<file path="config.mk">
export PLATFORM = sky130hd
export DESIGN_NAME = pipe_stage_chain
export DESIGN_NICKNAME = d
export VERILOG_FILES = /design/src/rtl/pipe_stage_chain.sv
export SDC_FILE = /design/constraint.sdc
export NUM_CORES = 1
export LEC_CHECK = 0
export ABC_CLOCK_PERIOD_IN_PS = 4200
export CELL_PAD_IN_SITES_DETAIL_PLACEMENT = 1
export CELL_PAD_IN_SITES_GLOBAL_PLACEMENT = 2
export CORE_ASPECT_RATIO = 1.5
export CORE_MARGIN = 2
export CORE_UTILIZATION = 28
export DETAILED_ROUTE_END_ITERATION = 6
export PLACE_DENSITY_LB_ADDON = 0.25
export SLEW_MARGIN = 20
export SYNTH_ARGS = -nofsm -noshare
export SYNTH_HDL_FRONTEND = slang
export SYNTH_SLANG_ARGS = --single-unit
</file>
<file path="constraint.sdc">
create_clock -name clk -period 4.2 [get_ports clk]
set_input_delay 0.63 -clock clk [delete_from_list [all_inputs] [get_ports clk]]
set_output_delay 0.63 -clock clk [all_outputs]
set_load 0.05 [all_outputs]
</file>
<file path="src/rtl/pipe_stage_chain.sv">
// Elastic pipeline-register chain: per-stage valid, stall, flush and ready/valid
// backpressure. Stage 0 is youngest, stage STAGES-1 presents to the consumer.

module pipe_stage_cell #(
    parameter int DATA_W = 32
) (
    input  logic              clk,
    input  logic              srst,
    input  logic              enable,
    input  logic              load,
    input  logic [DATA_W-1:0] load_data,
    input  logic              clr,
    output logic              valid_q,
    output logic [DATA_W-1:0] data_q
);

    // A load beats a clear: a flushed or emptied stage may refill in the same cycle.
    always_ff @(posedge clk) begin
        if (srst) begin
            valid_q <= 1'b0;
            data_q  <= '0;
        end else if (enable) begin
            if (load) begin
                valid_q <= 1'b1;
                data_q  <= load_data;
            end else if (clr) begin
                valid_q <= 1'b0;
            end
        end
    end

endmodule

module pipe_stage_chain #(
    parameter int DATA_W = 32,
    parameter int STAGES = 5,
    parameter int CNT_W  = $clog2(STAGES + 1)
) (
    input  logic                     clk,
    input  logic                     srst,
    input  logic                     enable,
    input  logic                     in_valid,
    input  logic [DATA_W-1:0]        in_data,
    output logic                     in_ready,
    input  logic [STAGES-1:0]        stall,
    input  logic [STAGES-1:0]        flush,
    output logic                     out_valid,
    output logic [DATA_W-1:0]        out_data,
    input  logic                     out_ready,
    output logic [STAGES-1:0]        stage_valid,
    output logic [STAGES*DATA_W-1:0] stage_data,
    output logic [CNT_W-1:0]         occupancy
);

    logic [STAGES-1:0]             valid_q;
    logic [STAGES-1:0][DATA_W-1:0] data_q;
    logic [STAGES-1:0][DATA_W-1:0] load_data;
    logic [STAGES-1:0]             v;
    logic [STAGES-1:0]             acc;
    logic [STAGES-1:0]             adv;
    logic [STAGES-1:0]             load;
    logic [STAGES-1:0]             clr;
    logic                          in_hs;

    assign v = valid_q & ~flush;

    // Ready ripples from the oldest stage down; each stage's taker is the accept
    // of the stage above it, with the consumer acting as taker for the top.
    always_comb begin
        logic taker;
        acc   = '0;
        adv   = '0;
        taker = out_ready;
        for (int i = STAGES - 1; i >= 0; i--) begin
            acc[i] = ~stall[i] & (~v[i] | taker);
            adv[i] = v[i] & ~stall[i] & taker;
            taker  = acc[i];
        end
    end

    assign in_ready  = enable & acc[0];
    assign in_hs     = in_valid & in_ready;
    assign out_valid = enable & v[STAGES-1] & ~stall[STAGES-1];
    assign out_data  = data_q[STAGES-1];

    assign load = {adv[STAGES-2:0], in_hs};
    assign clr  = adv | flush;

    for (genvar g = 0; g < STAGES; g++) begin : g_stage
        if (g == 0) begin : g_head
            assign load_data[g] = in_data;
        end else begin : g_body
            assign load_data[g] = data_q[g-1];
        end

        pipe_stage_cell #(
            .DATA_W(DATA_W)
        ) u_cell (
            .clk      (clk),
            .srst     (srst),
            .enable   (enable),
            .load     (load[g]),
            .load_data(load_data[g]),
            .clr      (clr[g]),
            .valid_q  (valid_q[g]),
            .data_q   (data_q[g])
        );
    end

    assign stage_valid = valid_q;
    assign stage_data  = data_q;

    // Counts registered valids only, so stall/flush never reach this output.
    always_comb begin
        occupancy = '0;
        for (int i = 0; i < STAGES; i++) begin
            occupancy = occupancy + CNT_W'(valid_q[i]);
        end
    end

endmodule
</file>
==> impl_metrics.ini, run 1 <==
[die]
die-width_um = 134
chipHeight_um = 199
coreArea_um2 = 25100
placement_rows = 71
io-pin-count = 249
die_area_um2 = 26800
start_util = 0.284

[setup_path]
required_ps = 3570
worstSetupStartpointType = input port
critical_path.max_fanout = 6
path_class = input port to primary output
critPathCaptureType = primary output
r2r-start = g_stage[3].u_cell.valid_q
critPathLaunch = stall[3]
timing.critical_path.to = in_ready
r2r.worst_path.cells = 5
rr_endpoint = g_stage[4].u_cell.data_q[27]
regToRegSetupSlack_ps = 1850
cp_data_arrival_time_ps = 2890

[clocking]
cts_tree = built
cts_buffers = 17
cts.repair.resized = 0
clk_pin_slew_ps = 60
clock-root-buffer = sky130_fd_sc_hd__clkbuf_16
insertion_delay_ps = 430
clkSinkCount = 165
clock_tree.buffer_depth = 2
cts_setup_buffers = 0
clock_tree.htree_level_count = 4
post_cts_hold_buffer_count = 0

[power_and_ir_drop]
ir_worst_vdd_mv = 0.291
total_leakage_power_nw = 3.24
power-per-cell-area_nw_per_um2 = 348

[cells_and_area]
layout.cells.most_common_list = 247 x sky130_fd_sc_hd__clkdlybuf4s50_1, 165 x sky130_fd_sc_hd__dfxtp_1, 132 x sky130_fd_sc_hd__nand2b_1, 102 x sky130_fd_sc_hd__a21oi_1, 67 x sky130_fd_sc_hd__nand2_1
final_net_count = 1027
synthToLayoutAreaGrowth_pct = 42.9
post_route_cells_drive_above_1_share = 0.0567
antenna_cells = 0
final_common_cell = sky130_fd_sc_hd__clkdlybuf4s50_1
num-fill-cells = 2877

[routing]
postRouteWirelength_um = 22500
antenna_violating_nets_post_route = 0
detail_route.first_pass.iterations = 4
dr_vias = 6075
wl_per_cell_um = 17.1
drc_viols = 0
post_drt_via_cell_ratio = 4.62
first_iter_violations = 220

[sta]
number_of_max_slew_violations_in_the_final_report = 0
slew-limit-headroom = 0.511
tightest_slew_ps = 733
fin_setup_tns_ps = 0
finalSetupViolations = 0
maxClockFrequency_mhz = 284
report.final.hold_viol_count = 0
grt_setup_unrepaired = no
final.setup.worst_slack_ps = 684
min_period_ps = 3520
final.hold.worst_slack_ps = 466
timing.clock.skew_ps = 6.47
min_period_over_period = 0.837

[global_routing]
maximum_number_of_pins_on_one_net_before_global_route_repair = 111
number_of_antenna_violations_at_the_first_check_in_global_routing = 1
gr-usage-all-layers = 0.167
global_route_wire_length_before_repair_um = 34700
via_count_of_the_first_global_routing_pass = 5942
gr-total-overflow = 0

[synthesis]
avg_cell_area_syn_um2 = 8.88
yosys_register_bits = 165
synth_ff_type = sky130_fd_sc_hd__dfxtp_1
synth.distinct_cells = 40
synth.yosys.warnings = 0
syn_area_um2 = 7130
seq_area_frac_synth = 0.464
synthesized_instance_count = 802
synth-edff-count = 0
netlist_top_cells_area = sky130_fd_sc_hd__dfxtp_1 46%, sky130_fd_sc_hd__nand2b_1 12%, sky130_fd_sc_hd__mux2i_1 9.0%, sky130_fd_sc_hd__a21oi_1 7.2%, sky130_fd_sc_hd__o21ai_0 4.6%
postSynth.asyncResetShare = 0
synth_top_cell_area_share = 0.464
mappedNetlistNets = 852
post-synth-top-area-cell = sky130_fd_sc_hd__dfxtp_1

[run]
maxCapViolCount = 0

[status]
run_status = completed

[place]
final_hpwl_dp_um = 15900
io_buffers = 248
place.gp.congestion = 0.748
minimum_setup_slack_after_placement_ps = 709

[min_path]
timing.hold.worst.class = register to register
-- synthesized netlist by cell type (all sizes together) (3+ instances only) --
master and count:
o21ai 66, nor2b 3, nand2 67, nand3 64, a21oi 102, dfxtp 165
buf 54, nor2 6, inv 3, dlygate4sd1 3, nand2b 132, mux2i 64
clkbuf 46
-- logic make-up (layout without fill, tap and decap cells) --
kind of cell | Yosys count | count (layout) | synth area share
AOI/OAI and AO/OA | 182 | 182 | 0.140
muxes | 64 | 64 | 0.0899
and+or+nand+nor | 282 | 282 | 0.214
buffers and inverters | 106 | 292 | 0.0855
adders and majority gates | 3 | 3 | 0.00737
DFF | 165 | 165 | 0.464
-- registers in the layout, summed over array words and instances (netlist names) --
name / cells
g_stage.u_cell.valid_q: 5
g_stage.u_cell.data_q: 160
-- power by group --
group | switching, mW | internal (mW)
Sequential | 0.0149 | 1.58
Combinational | 0.151 | 0.114
Clock | 0.636 | 1.05
-- worst max-delay path: stages --
cell	delay (ps)
sky130_fd_sc_hd__clkdlybuf4s50_1	560
sky130_fd_sc_hd__or2_1	360
sky130_fd_sc_hd__o221ai_4	250
sky130_fd_sc_hd__a21oi_1	100
sky130_fd_sc_hd__nor2_1	100
sky130_fd_sc_hd__clkdlybuf4s50_1	880
-- how the worst min path moves through the flow --
stage / from / endpoint / slack, ps / cells after the start
after detailed placement: g_stage[3].u_cell.data_q[31] / g_stage[4].u_cell.data_q[31] / 460 / 2
after CTS: g_stage[3].u_cell.data_q[31] / g_stage[4].u_cell.data_q[31] / 470 / 2
final: g_stage[3].u_cell.data_q[25] / g_stage[4].u_cell.data_q[25] / 470 / 2
after global placement: g_stage[3].u_cell.data_q[26] / g_stage[4].u_cell.data_q[26] / 450 / 2
after global routing: g_stage[3].u_cell.data_q[31] / g_stage[4].u_cell.data_q[31] / 490 / 2
after floorplan: g_stage[3].u_cell.valid_q / g_stage[3].u_cell.valid_q / 490 / 2
-- layout make-up --
class | instances | area (µm²) | area share
clock buffers | 22 | 484 | 0.0476
inverters | 3 | 11.3 | 0.00111
flip-flops and latches | 165 | 3300 | 0.324
repair buffers | 259 | 2590 | 0.254
well taps | 328 | 410 | 0.0403
clock inverters | 8 | 148 | 0.0145
multi-input cells | 531 | 3230 | 0.318
-- routing by layer --
metal | track usage | part of all wire | vias up
met3 | 0.0434 | 0.052 | 21
li1 | - | - | 3032
met2 | 0.271 | 0.48 | 157
met4 | 0.0585 | 0.014 | 2
met1 | 0.215 | 0.45 | 2863
met5 | 0 | 0.00053 | -
-- through the flow --
| stage | util | power [mW] | area (µm²) | std cells |
|---|---|---|---|---|
| final | 0.406 | 3.55 | 10200 | 1316 |
| after global routing | 0.406 | 3.69 | 10200 | 1316 |
| after CTS | 0.406 | 3.60 | 10200 | 1316 |
| after detailed placement | 0.381 | 1.90 | 9550 | 1286 |
| after global placement | 0.381 | 1.90 | 9550 | 1286 |
| after floorplan | - | 1.79 | 7130 | 802 |
No activity file was read; power rests on OpenSTA's default activity.
==> inputs of run 2 (changes only) <==
Settings changed: ABC_CLOCK_PERIOD_IN_PS 4200 to 2870, CORE_UTILIZATION 28 to 23.
Clock period 4.2 ns to 2.87 ns, I/O delays scaled along.
==> run 2 against run 1 <==
  * Wire length grew 6.5%
  * First-iteration DRC count grew 15%
  * Setup slack worse by 550 ps
  * Flip-flop and latch count did not move
  * Cell count up 6.2%
  * Hold slack got worse by 5.9 ps
  * Register-to-register slack lost 1000 ps
  * Clock skew rose by 1.2 ps
  * Highest routed layer is now met4
==> impl_metrics.ini, run 2 (synthesis results as in run 1) <==
[routing]
first_iter_violations = 254
drc_viols = 0
detail_route.first_pass.iterations = 4
dr_vias = 6064
wl_per_cell_um = 17.1
post_drt_via_cell_ratio = 4.34
antenna_violating_nets_post_route = 0
postRouteWirelength_um = 23900

[global_routing]
via_count_of_the_first_global_routing_pass = 6002
maximum_number_of_pins_on_one_net_before_global_route_repair = 92
gr-usage-all-layers = 0.146
gr-total-overflow = 0
global_route_wire_length_before_repair_um = 36500
number_of_antenna_violations_at_the_first_check_in_global_routing = 2

[clocking]
clock_tree.htree_level_count = 4
cts_buffers = 17
cts_tree = built
clock_tree.buffer_depth = 2
clock-root-buffer = sky130_fd_sc_hd__clkbuf_16
cts_setup_buffers = 0
clkSinkCount = 165
insertion_delay_ps = 430
clk_pin_slew_ps = 60

[cells_and_area]
layout.cells.most_common_list = 242 x sky130_fd_sc_hd__clkdlybuf4s50_1, 165 x sky130_fd_sc_hd__dfxtp_1, 132 x sky130_fd_sc_hd__nand2b_1, 102 x sky130_fd_sc_hd__a21oi_1, 67 x sky130_fd_sc_hd__nand2_1
synthToLayoutAreaGrowth_pct = 45.2
multi_input_logic_area_um2 = 3240
num-fill-cells = 3458
post_route_cells_drive_above_1_share = 0.0652
final_net_count = 1035
largest_register = g_stage.u_cell.data_q
largest_reg_flops = 160
final_common_cell = sky130_fd_sc_hd__clkdlybuf4s50_1
reg.largest.list = g_stage.u_cell.data_q (160), g_stage.u_cell.valid_q (5)
seq_area_um2 = 3300

[sta]
fin_setup_tns_ps = 0
report.final.hold_viol_count = 0
finalSetupViolations = 0
min_period_over_period = 0.955
min_period_ps = 2740
tightest_slew_ps = 703
final.hold.worst_slack_ps = 460
number_of_max_slew_violations_in_the_final_report = 0
slew-limit-headroom = 0.531
maxClockFrequency_mhz = 365
timing.clock.skew_ps = 7.63
grt_setup_unrepaired = no

[setup_path]
path_class = register to primary output
regToRegSetupSlack_ps = 840
r2r.worst_path.cells = 4
r2r-start = g_stage[4].u_cell.valid_q
critical_path.max_fanout = 4
critPathCaptureType = primary output
required_ps = 2440
cp_data_arrival_time_ps = 2310
worstSetupStartpointType = register
rr_endpoint = g_stage[1].u_cell.data_q[22]

[die]
coreArea_um2 = 30400
die_area_um2 = 32400
io-pin-count = 249
start_util = 0.235
die-width_um = 148
placement_rows = 78
chipHeight_um = 220

[place]
final_hpwl_dp_um = 17300
place.gp.congestion = 0.747
io_buffers = 248

[status]
run_status = completed

[run]
maxCapViolCount = 0

[power_and_ir_drop]
total_leakage_power_nw = 3.28
power-per-cell-area_nw_per_um2 = 490
ir_worst_vdd_mv = 0.370

[min_path]
timing.hold.worst.class = register to register
hold_path_depth = 2
worstHoldEndpoint = g_stage[4].u_cell.data_q[23]
min_from = g_stage[3].u_cell.data_q[23]
run 2: cell type report:
type	count	share of cell area
Antenna cell	1	0.000242
Clock buffer	22	0.0439
Clock inverter	9	0.0125
Inverter	3	0.00109
Multi-Input combinational cell	531	0.313
Sequential cell	165	0.319
Tap cell	400	0.0484
Timing Repair Buffer	267	0.261
run 2: timing repair:
item,4_1_cts,5_1_grt
endpoints found under the setup margin,1,0
hold buffers,0,0
hold endpoints to repair,0,0
resized for setup,1,0
run 2: worst max-delay path by stage:
stage                                    from           end  slack (ps)  depth (start not counted)
floorplan                              enable     out_valid         150                          3
global placement    g_stage[0].u_cell.valid_q  occupancy[2]         310                          4
detailed placement  g_stage[0].u_cell.valid_q  occupancy[2]         280                          4
CTS                 g_stage[0].u_cell.valid_q  occupancy[2]          80                          4
global route        g_stage[0].u_cell.valid_q  occupancy[2]          50                          4
finish              g_stage[0].u_cell.valid_q  occupancy[2]         130                          4
run 2: metal layers:
layer	wire length (µm)	track usage
met1	10900	0.187
met2	11600	0.241
met3	1110	0.0358
met4	321	0.0465
met5	0	0
run 2: report_power, final:
group	internal, mW	leakage [nW]	total, mW	switching, mW
sequential	2.31	1.33	2.34	0.0214
combinational	0.174	1.67	0.399	0.225
clock	1.38	0.280	2.33	0.946
total	3.87	3.28	5.06	1.19
run 2: worst max-delay path, stage by stage (launching register included):
cell and delay, ps:
sky130_fd_sc_hd__dfxtp_1 350, sky130_fd_sc_hd__fa_1 510, sky130_fd_sc_hd__fa_1 420, sky130_fd_sc_hd__ha_1 180, sky130_fd_sc_hd__dlygate4sd2_1 420
run 2: per-stage QoR:
step	util	worst slack, ps	instances	instance area [µm²]	total power [mW]
finish	0.341	129	1398	10300	5.06
global route	0.341	50.4	1397	10300	5.26
CTS	0.341	81.4	1397	10300	5.15
detailed placement	0.322	279	1366	9760	2.79
global placement	0.322	309	1366	9760	2.79
floorplan	-	150	802	7130	2.62
==> inputs of run 3 (changes only) <==
Settings changed: GPL_TIMING_DRIVEN set to 0.
==> run 3 against run 2 <==
  * Power up 0.29%
  * Clock power about the same
  * Critical path depth fell by 1
  * Count of clock-buffer cells in the layout fell by 4
  * Global-route usage up 1.4 points
  * Hold slack worse by 19 ps
  * Core utilization up 1.2 points
  * Largest power group unchanged
==> impl_metrics.ini, run 3 (synthesis results as in run 1) <==
[status]
run_status = completed

[place]
final_hpwl_dp_um = 20700
placed_cells_incl_taps = 1448
io_buffers = 246
place.gp.congestion = 0.741

[routing]
wl_per_cell_um = 17.4
post_drt_via_cell_ratio = 4.31
antenna_violating_nets_post_route = 0
drc_viols = 0
detail_route.first_pass.iterations = 4
dr_vias = 6393
first_iter_violations = 182
postRouteWirelength_um = 25800

[sta]
tightest_slew_ps = 721
report.final.hold_viol_count = 0
number_of_max_slew_violations_in_the_final_report = 0
slew-limit-headroom = 0.520
timing.clock.skew_ps = 10.2
finalSetupViolations = 0
min_period_ps = 2750
grt_setup_unrepaired = no
maxClockFrequency_mhz = 363
min_period_over_period = 0.959

[cells_and_area]
post_route_cells_drive_above_1_share = 0.101
num-fill-cells = 3525
layout.cells.most_common_list = 242 x sky130_fd_sc_hd__clkdlybuf4s50_1, 163 x sky130_fd_sc_hd__dfxtp_1, 132 x sky130_fd_sc_hd__nand2b_1, 102 x sky130_fd_sc_hd__a21oi_1, 67 x sky130_fd_sc_hd__nand2_1
final_cells = 1484
largest_register = g_stage.u_cell.data_q
synthToLayoutAreaGrowth_pct = 50.3
finalCoreUtilization = 0.353
final_net_count = 1120
reg.largest.list = g_stage.u_cell.data_q (160), g_stage.u_cell.valid_q (5)
final_common_cell = sky130_fd_sc_hd__clkdlybuf4s50_1
largest_reg_flops = 160

[clocking]
cts_buffers = 17
clock_tree.htree_level_count = 4
clock-root-buffer = sky130_fd_sc_hd__clkbuf_16
cts_tree = built
clkSinkCount = 165
post_cts_hold_buffer_count = 0
insertion_delay_ps = 450
clk_pin_slew_ps = 70
clock_tree.buffer_depth = 2

[die]
chipHeight_um = 220
placement_rows = 78
coreArea_um2 = 30400
start_util = 0.235
io-pin-count = 249
die-width_um = 148
die_area_um2 = 32400

[setup_path]
timing.critical_path.to = occupancy[0]
critPathLaunch = g_stage[0].u_cell.valid_q
required_ps = 2440
cp_data_arrival_time_ps = 2320
rr_endpoint = g_stage[3].u_cell.data_q[13]
critical_path.max_fanout = 4
critPathCaptureType = primary output
r2r.worst_path.cells = 5
r2r-start = g_stage[4].u_cell.valid_q
path_class = register to primary output
worstSetupStartpointType = register
regToRegSetupSlack_ps = 630

[global_routing]
via_count_of_the_first_global_routing_pass = 6564
gr-usage-all-layers = 0.160
global_route_wire_length_before_repair_um = 39400
number_of_antenna_violations_at_the_first_check_in_global_routing = 0
gr-total-overflow = 0
maximum_number_of_pins_on_one_net_before_global_route_repair = 17

[min_path]
hold_path_depth = 4
timing.hold.worst.class = input port to register

[run]
maxCapViolCount = 0

[power_and_ir_drop]
totalPowerFinal_mw = 5.08
power-per-cell-area_nw_per_um2 = 474
ir_worst_vdd_mv = 0.402
total_leakage_power_nw = 3.55
-- run 3: worst min path at each step --
stage                                 start                      endpoint
6_report                             enable     g_stage[4].u_cell.valid_q
5_1_grt                              enable     g_stage[2].u_cell.valid_q
4_1_cts                              enable     g_stage[4].u_cell.valid_q
3_5_place_dp   g_stage[3].u_cell.data_q[18]  g_stage[4].u_cell.data_q[18]
3_3_place_gp   g_stage[3].u_cell.data_q[25]  g_stage[4].u_cell.data_q[25]
2_1_floorplan     g_stage[3].u_cell.valid_q     g_stage[3].u_cell.valid_q
-- run 3: layout make-up --
cell class	count	area, µm²	share of cell area
Clock buffer	18	439	0.0410
Clock inverter	14	150	0.0140
Timing Repair Buffer	249	2480	0.231
Sequential cell	165	3310	0.309
Tap cell	400	500	0.0467
Inverter	3	11.3	0.00105
Buffer	103	602	0.0562
Antenna cell	1	2.50	0.000234
Multi-Input combinational cell	531	3220	0.301
-- run 3: layer usage --
metal | up-vias | wire length, µm | GRT usage
met2 | 149 | 13800 | 0.298
li1 | 3227 | - | -
met5 | - | 0 | 0
met3 | 19 | 1210 | 0.0393
met1 | 2998 | 10500 | 0.181
met4 | 0 | 328 | 0.0462
-- run 3: critical path, cell delays in order (launching register included) --
cell                              delay (ps)
sky130_fd_sc_hd__dfxtp_2                 360
sky130_fd_sc_hd__fa_1                    500
sky130_fd_sc_hd__fa_1                    510
sky130_fd_sc_hd__clkdlybuf4s15_1         500
-- run 3: report_power, final --
part	switching [mW]	leakage [nW]	internal, mW
clock	1.02	0.283	1.31
combinational	0.237	1.94	0.172
sequential	0.0228	1.33	2.31
-- run 3: through the flow --
step,area [µm²],setup WS (ps),hold WS [ps],setup TNS (ps)
5_1_grt,10700,31.9,484,0
2_1_floorplan,7130,150,488,0
4_1_cts,10700,4.99,421,0
6_report,10700,116,441,0
3_5_place_dp,10100,-894,463,-894
3_3_place_gp,10100,-850,457,-850
-- run 3: timing repair --
item / in CTS / in global routing
gates resized for setup: 18 / 1
endpoints found under the setup margin: 4 / 3
buffers inserted: 0 / 3
pin swaps: 1 / 1
endpoints found under the hold margin: 0 / 0
